$ cat src/rtl/btb_update_ctrl_pkg.sv
// Shared types for the BTB write-port sequencer: FSM states and the queued update entry.
package btb_update_ctrl_pkg;

  localparam int ADDR_BUS = 32;

  typedef enum logic {
    ST_IDLE  = 1'b0,
    ST_SWEEP = 1'b1
  } state_t;

  // One queued branch-resolution update, 66 bits: {pc, taken, target, error}.
  typedef struct packed {
    logic [ADDR_BUS-1:0] pc;
    logic                taken;
    logic [ADDR_BUS-1:0] target;
    logic                error;
  } upd_t;

  localparam int UPD_W = $bits(upd_t);

  function automatic upd_t mk_upd(input logic [ADDR_BUS-1:0] pc, input logic taken,
                                  input logic [ADDR_BUS-1:0] target, input logic error);
    upd_t u;
    u.pc     = pc;
    u.taken  = taken;
    u.target = target;
    u.error  = error;
    return u;
  endfunction

endpackage

$ cat src/rtl/btb_upd_fifo.sv
// DEPTH-entry update queue: two ordered writes (a before b) and one read per cycle, synchronous clear.
// Read data is the combinational head; the caller never reads empty or overfills.
module btb_upd_fifo
  import btb_update_ctrl_pkg::*;
#(
  parameter  int DEPTH = 4,
  localparam int CW    = $clog2(DEPTH + 1),
  localparam int PW    = $clog2(DEPTH)
) (
  input  logic          clk,
  input  logic          rst,
  input  logic          clr,
  input  logic          wr_a,
  input  upd_t          wr_a_dat,
  input  logic          wr_b,
  input  upd_t          wr_b_dat,
  input  logic          rd,
  output upd_t          rd_dat,
  output logic [CW-1:0] count
);

  upd_t          mem [DEPTH];
  logic [PW-1:0] wptr;
  logic [PW-1:0] rptr;
  logic [PW-1:0] wptr_b;

  // The second write lands behind the first one when both fire together.
  assign wptr_b = wr_a ? wptr + PW'(1) : wptr;
  assign rd_dat = mem[rptr];

  always_ff @(posedge clk) begin
    if (wr_a && !clr) mem[wptr] <= wr_a_dat;
    if (wr_b && !clr) mem[wptr_b] <= wr_b_dat;
  end

  always_ff @(posedge clk or negedge rst) begin
    if (!rst) begin
      wptr  <= '0;
      rptr  <= '0;
      count <= '0;
    end else if (clr) begin
      wptr  <= '0;
      rptr  <= '0;
      count <= '0;
    end else begin
      wptr  <= wptr + PW'(wr_a) + PW'(wr_b);
      if (rd) rptr <= rptr + PW'(1);
      count <= count + CW'(wr_a) + CW'(wr_b) - CW'(rd);
    end
  end

endmodule

$ cat src/rtl/btb_update_ctrl.sv
// Owns the BTB write port: round-robin queues ex/commit updates, drains one per cycle, sweeps all entries on flush.
// Accept-to-BTB-write is 2 cycles from empty; readies drop when the queue is full or a sweep runs.
module btb_update_ctrl
  import btb_update_ctrl_pkg::*;
#(
  parameter  int BTBW  = 8,
  parameter  int DEPTH = 4,
  localparam int CW    = $clog2(DEPTH + 1)
) (
  input  logic                clk,
  input  logic                rst,
  input  logic                req0_valid_i,
  input  logic [ADDR_BUS-1:0] req0_pc_i,
  input  logic                req0_taken_i,
  input  logic [ADDR_BUS-1:0] req0_target_i,
  input  logic                req0_error_i,
  output logic                req0_ready_o,
  input  logic                req1_valid_i,
  input  logic [ADDR_BUS-1:0] req1_pc_i,
  input  logic                req1_taken_i,
  input  logic [ADDR_BUS-1:0] req1_target_i,
  input  logic                req1_error_i,
  output logic                req1_ready_o,
  input  logic                flush_i,
  output logic                btb_set_o,
  output logic [ADDR_BUS-1:0] btb_set_pc_o,
  output logic                btb_set_taken_o,
  output logic [ADDR_BUS-1:0] btb_set_target_o,
  output logic                btb_branch_is_error_o,
  output logic                busy_o,
  output logic [CW-1:0]       fifo_count_o
);

  state_t              state;
  logic                prio;
  logic [BTBW-1:0]     idx;
  logic [CW-1:0]       count;
  logic [CW-1:0]       free;
  upd_t                head;
  upd_t                upd0;
  upd_t                upd1;
  upd_t                wr_a_dat;
  upd_t                wr_b_dat;
  logic                can_accept;
  logic                acc0;
  logic                acc1;
  logic                wr_a;
  logic                wr_b;
  logic                pop;
  logic                prio_won;
  logic [ADDR_BUS-1:0] sweep_pc;

  // Readies are held low while reset is asserted so every output reads 0 then.
  assign can_accept = rst && (state == ST_IDLE) && !flush_i;
  assign free       = CW'(DEPTH) - count;

  // With one slot left only one request may enter; the prio holder wins a tie.
  assign req0_ready_o = can_accept &&
                        (free > CW'(1) || (free == CW'(1) && (!prio || !req1_valid_i)));
  assign req1_ready_o = can_accept &&
                        (free > CW'(1) || (free == CW'(1) && (prio || !req0_valid_i)));

  assign acc0 = req0_valid_i && req0_ready_o;
  assign acc1 = req1_valid_i && req1_ready_o;

  assign upd0 = mk_upd(req0_pc_i, req0_taken_i, req0_target_i, req0_error_i);
  assign upd1 = mk_upd(req1_pc_i, req1_taken_i, req1_target_i, req1_error_i);

  // Write port a always carries the prio holder so it lands ahead in the queue.
  assign wr_a     = prio ? acc1 : acc0;
  assign wr_b     = prio ? acc0 : acc1;
  assign wr_a_dat = prio ? upd1 : upd0;
  assign wr_b_dat = prio ? upd0 : upd1;
  assign prio_won = req0_valid_i && req1_valid_i && wr_a;

  assign pop      = (state == ST_IDLE) && !flush_i && (count != '0);
  assign sweep_pc = {{(ADDR_BUS - 2 - BTBW){1'b0}}, idx, 2'b00};

  btb_upd_fifo #(.DEPTH(DEPTH)) u_fifo (
    .clk      (clk),
    .rst      (rst),
    .clr      (flush_i),
    .wr_a     (wr_a),
    .wr_a_dat (wr_a_dat),
    .wr_b     (wr_b),
    .wr_b_dat (wr_b_dat),
    .rd       (pop),
    .rd_dat   (head),
    .count    (count)
  );

  always_ff @(posedge clk or negedge rst) begin
    if (!rst) begin
      state                 <= ST_IDLE;
      prio                  <= 1'b0;
      idx                   <= '0;
      btb_set_o             <= 1'b0;
      btb_set_pc_o          <= '0;
      btb_set_taken_o       <= 1'b0;
      btb_set_target_o      <= '0;
      btb_branch_is_error_o <= 1'b0;
    end else begin
      if (prio_won) prio <= ~prio;
      btb_set_o <= 1'b0;
      if (state == ST_SWEEP) begin
        // Every entry is forced to strongly-not-taken; the BTB keys that on error=1, taken=0.
        btb_set_o             <= 1'b1;
        btb_set_pc_o          <= sweep_pc;
        btb_set_taken_o       <= 1'b0;
        btb_set_target_o      <= '0;
        btb_branch_is_error_o <= 1'b1;
        idx                   <= idx + BTBW'(1);
        if (&idx) state <= ST_IDLE;
      end else if (pop) begin
        btb_set_o             <= 1'b1;
        btb_set_pc_o          <= head.pc;
        btb_set_taken_o       <= head.taken;
        btb_set_target_o      <= head.target;
        btb_branch_is_error_o <= head.error;
      end
      // A flush mid-sweep still issues the current index, then restarts from 0.
      if (flush_i) begin
        state <= ST_SWEEP;
        idx   <= '0;
      end
    end
  end

  assign busy_o       = (state == ST_SWEEP);
  assign fifo_count_o = count;

endmodule

$ cat config.mk
export PLATFORM = sky130hd
export DESIGN_NAME = btb_update_ctrl
export DESIGN_NICKNAME = d
export VERILOG_FILES = /design/src/rtl/btb_update_ctrl_pkg.sv /design/src/rtl/btb_upd_fifo.sv /design/src/rtl/btb_update_ctrl.sv
export SDC_FILE = /design/constraint.sdc
export NUM_CORES = 1
export LEC_CHECK = 0
export ABC_AREA = 0
export BUFFER_PORTS_ARGS = -buffer_cell sky130_fd_sc_hd__buf_2
export CAP_MARGIN = 5
export CORE_ASPECT_RATIO = 1.4
export CORE_UTILIZATION = 54
export CTS_CLUSTER_SIZE = 30
export DETAILED_ROUTE_END_ITERATION = 10
export PLACE_DENSITY_LB_ADDON = 0.3
export SETUP_SLACK_MARGIN = 0.3
export SYNTH_ARGS = -nofsm -noshare
export SYNTH_HDL_FRONTEND = slang
export SYNTH_SLANG_ARGS = --single-unit
$ cat constraint.sdc
create_clock -name clk -period 6.15 [get_ports clk]
set_input_delay 1.23 -clock clk [delete_from_list [all_inputs] [get_ports clk]]
set_output_delay 1.23 -clock clk [all_outputs]
set_load 0.01 [all_outputs]
==> metrics.yaml <==
worst_pin_slew_ns: 1.20
path_clk_slew_ns: 0.07
post-route-period-util_pct: 68.1
timing.rr.start: "u_fifo.count[0]"
power_density_nw_per_um2: 235
power_mw: 4.92
vdd_drop_max_mv: 0.151
timing.slew.headroom_pct: 19.3
crit_type: "reg -> out"
timing.reg2reg.setup_slack_ns: 2.12
drt_wl_total_um: 57400
yosys_warnings: 0
clk_path_buf_depth: 3
hold_slack_ns: 0.532
crit_arrival_ns: 2.96
tritoncts: "built"
setup_tns_ns: 0
hp-class: "reg -> reg"
fmaxAchievable_ghz: 0.239
period_minus_slack_ns: 4.19
synthArstFlopShare_pct: 24.1
critPathLaunchType: "flip-flop"
numCtsBuffers: 34
hold_viol_final: 0
grt_use_total_pct: 33.1
viasPerCell: 6.83
cts.sinks: 348
post_cts_buffers: 0
vias: 15200
gp_congestion: 0.870
synth-seq-cells: 348
critPathCaptureType: "output pin"
cp.required_ns: 4.92
nFillCells: 2667
ant_nets: 0
die_w_um: 158
grt_antenna_before_repair: 0
finClkSkew_ns: 0.0103
clockRootBuffer: "clkbuf_16"
rsz0062_at_grt: "false"
die_area_sq_um: 34900
r2r_cells: 15
drt_first_iter_violations: 1652
placedCellCount: 2162
design.core.area_sq_um: 33400
synth_top_area_cell: "edfxtp_1"
fin_area_sq_um: 21000
fp.dieH_um: 221
cts-resized-gates: 0
clk_latency_ns: 0.54
outcome: "completed"
maxCapViolCount: 0
drc: 0
p_leak_nw: 7.85
grt.overflow.total: 0
wire_per_inst_um: 25.8
synth_edf_count: 264
post-dp-hpwl_um: 31100
grt_pass1_wl_um: 86300
syn_area_per_cell_sq_um: 11.3
finalMaxSlewViolations: 0
placed_area_sq_um: 19800
syn-num-nets: 1780
boundaryPins: 210
cp-endpoint: "req1_ready_o"
critical_path.startpoint: "u_fifo.count[0]"
htreeDepth: 2
synth_top_area_share_pct: 43.0
drt-pass1-iter-count: 5
synthToLayoutAreaGrowth_pct: 13.6
initial_core_util_pct: 55.2
yosysUniqueCellTypes: 51
critPathMaxFanout: 10
seq_area_frac_synth_pct: 54.3
synthCells: 1631
io_buffers: 209
final_common_cell: "nand2_1"
synth_ff_type: "edfxtp_1"
postCtsHoldBufs: 0
nets: 1902
setup_viol: 0
fin_cells: 2226
r2r-end: "u_fifo.count[2]"
layout_common_cells: "nand2_1 (470), o221ai_1 (264), edfxtp_1 (264)"
drive_gt1_share_pct: 21.6
std_cell_rows: 79
grt_start_max_net_pins: 102
syn-cell-area_sq_um: 18500
yosys-top-cells-area: "edfxtp_1 (43%), o221ai_1 (13%), dfrtp_1 (11%)"
grt_pass1_vias: 15300
-- cells in the mapped netlist, types with 6 or more instances --
cell type	count
nor3b_1	6
mux4_2	66
clkbuf_1	71
nand2_1	470
nand2b_1	64
xor2_1	7
nor2b_1	69
o21ai_0	63
inv_1	13
buf_1	18
o21ai_1	6
ha_1	9
nand3_1	6
edfxtp_1	264
a21oi_1	8
buf_2	57
dfrtp_1	84
nor2_1	19
o221ai_1	264
-- cell families after synthesis --
| logic type | share of synthesized area, % |
|---|---|
| mux | 8.17 |
| simple gates | 16.1 |
| fa+ha+maj | 0.936 |
| xor+xnor | 0.569 |
| compound gates | 16.0 |
| flops | 54.3 |
| buf+inv | 3.88 |
-- metal layers --
metal  GRT usage (%)  vias up  wire, um
met2            55.4     1178     28000
met1            41.0     7326     20400
met5               0        -         0
met3            5.68      200      6380
met4            17.5        0      2590
li1                -     6503         -
-- sequential cells by signal, summed over array words and instances, names as in the netlist --
register and flops:
btb_branch_is_error_o 1, idx 8, prio 1, btb_set_o 1, u_fifo.rptr 2, u_fifo.count 3
busy_o 1, u_fifo.mem 264, btb_set_target_o 32, btb_set_taken_o 1, btb_set_pc_o 32, u_fifo.wptr 2
-- cell type report --
type	count	area [sq um]	area share, %
clock inverters	15	133	0.633
well taps	445	557	2.66
repair buffers	238	1290	6.16
diodes	2	5.00	0.0239
flip-flops and latches	348	10000	47.9
clock buffers	47	995	4.74
inverters	13	48.8	0.233
multi-input cells	1118	7900	37.7
-- worst max-delay path, stage by stage (launching register included) --
cell     delay, ns
dfrtp_1       0.53
inv_1         0.09
ha_1          0.20
ha_1          0.32
or4b_1        0.67
nand3_2       0.31
inv_1         0.15
buf_2         0.16
-- metrics by stage --
| step | worst slack [ns] | utilization, % |
|---|---|---|
| finish | 1.96 | 62.8 |
| global route | 1.86 | 62.7 |
| CTS | 2.00 | 62.7 |
| detailed placement | 1.67 | 59.4 |
| global placement | 1.74 | 59.4 |
| floorplan | 1.47 | - |
-- how the worst min path moves through the flow --
| stage | from | slack [ns] | end | depth (start not counted) |
|---|---|---|---|---|
| global placement | btb_branch_is_error_o | 0.53 | btb_branch_is_error_o | 2 |
| floorplan | idx[7] | 0.53 | btb_set_pc_o[9] | 1 |
| global route | btb_set_pc_o[2] | 0.55 | btb_set_pc_o[2] | 2 |
| CTS | btb_set_pc_o[2] | 0.54 | btb_set_pc_o[2] | 2 |
| finish | btb_set_pc_o[2] | 0.53 | btb_set_pc_o[2] | 2 |
| detailed placement | btb_set_pc_o[2] | 0.53 | btb_set_pc_o[2] | 2 |
-- where the power goes --
group / leakage, nW / internal [mW] / switching (mW)
clock network: 0.556 / 1.23 / 0.922
logic: 3.77 / 0.103 / 0.137
registers: 3.52 / 2.53 / 0.00396
No activity file was read; power rests on OpenSTA's default activity.
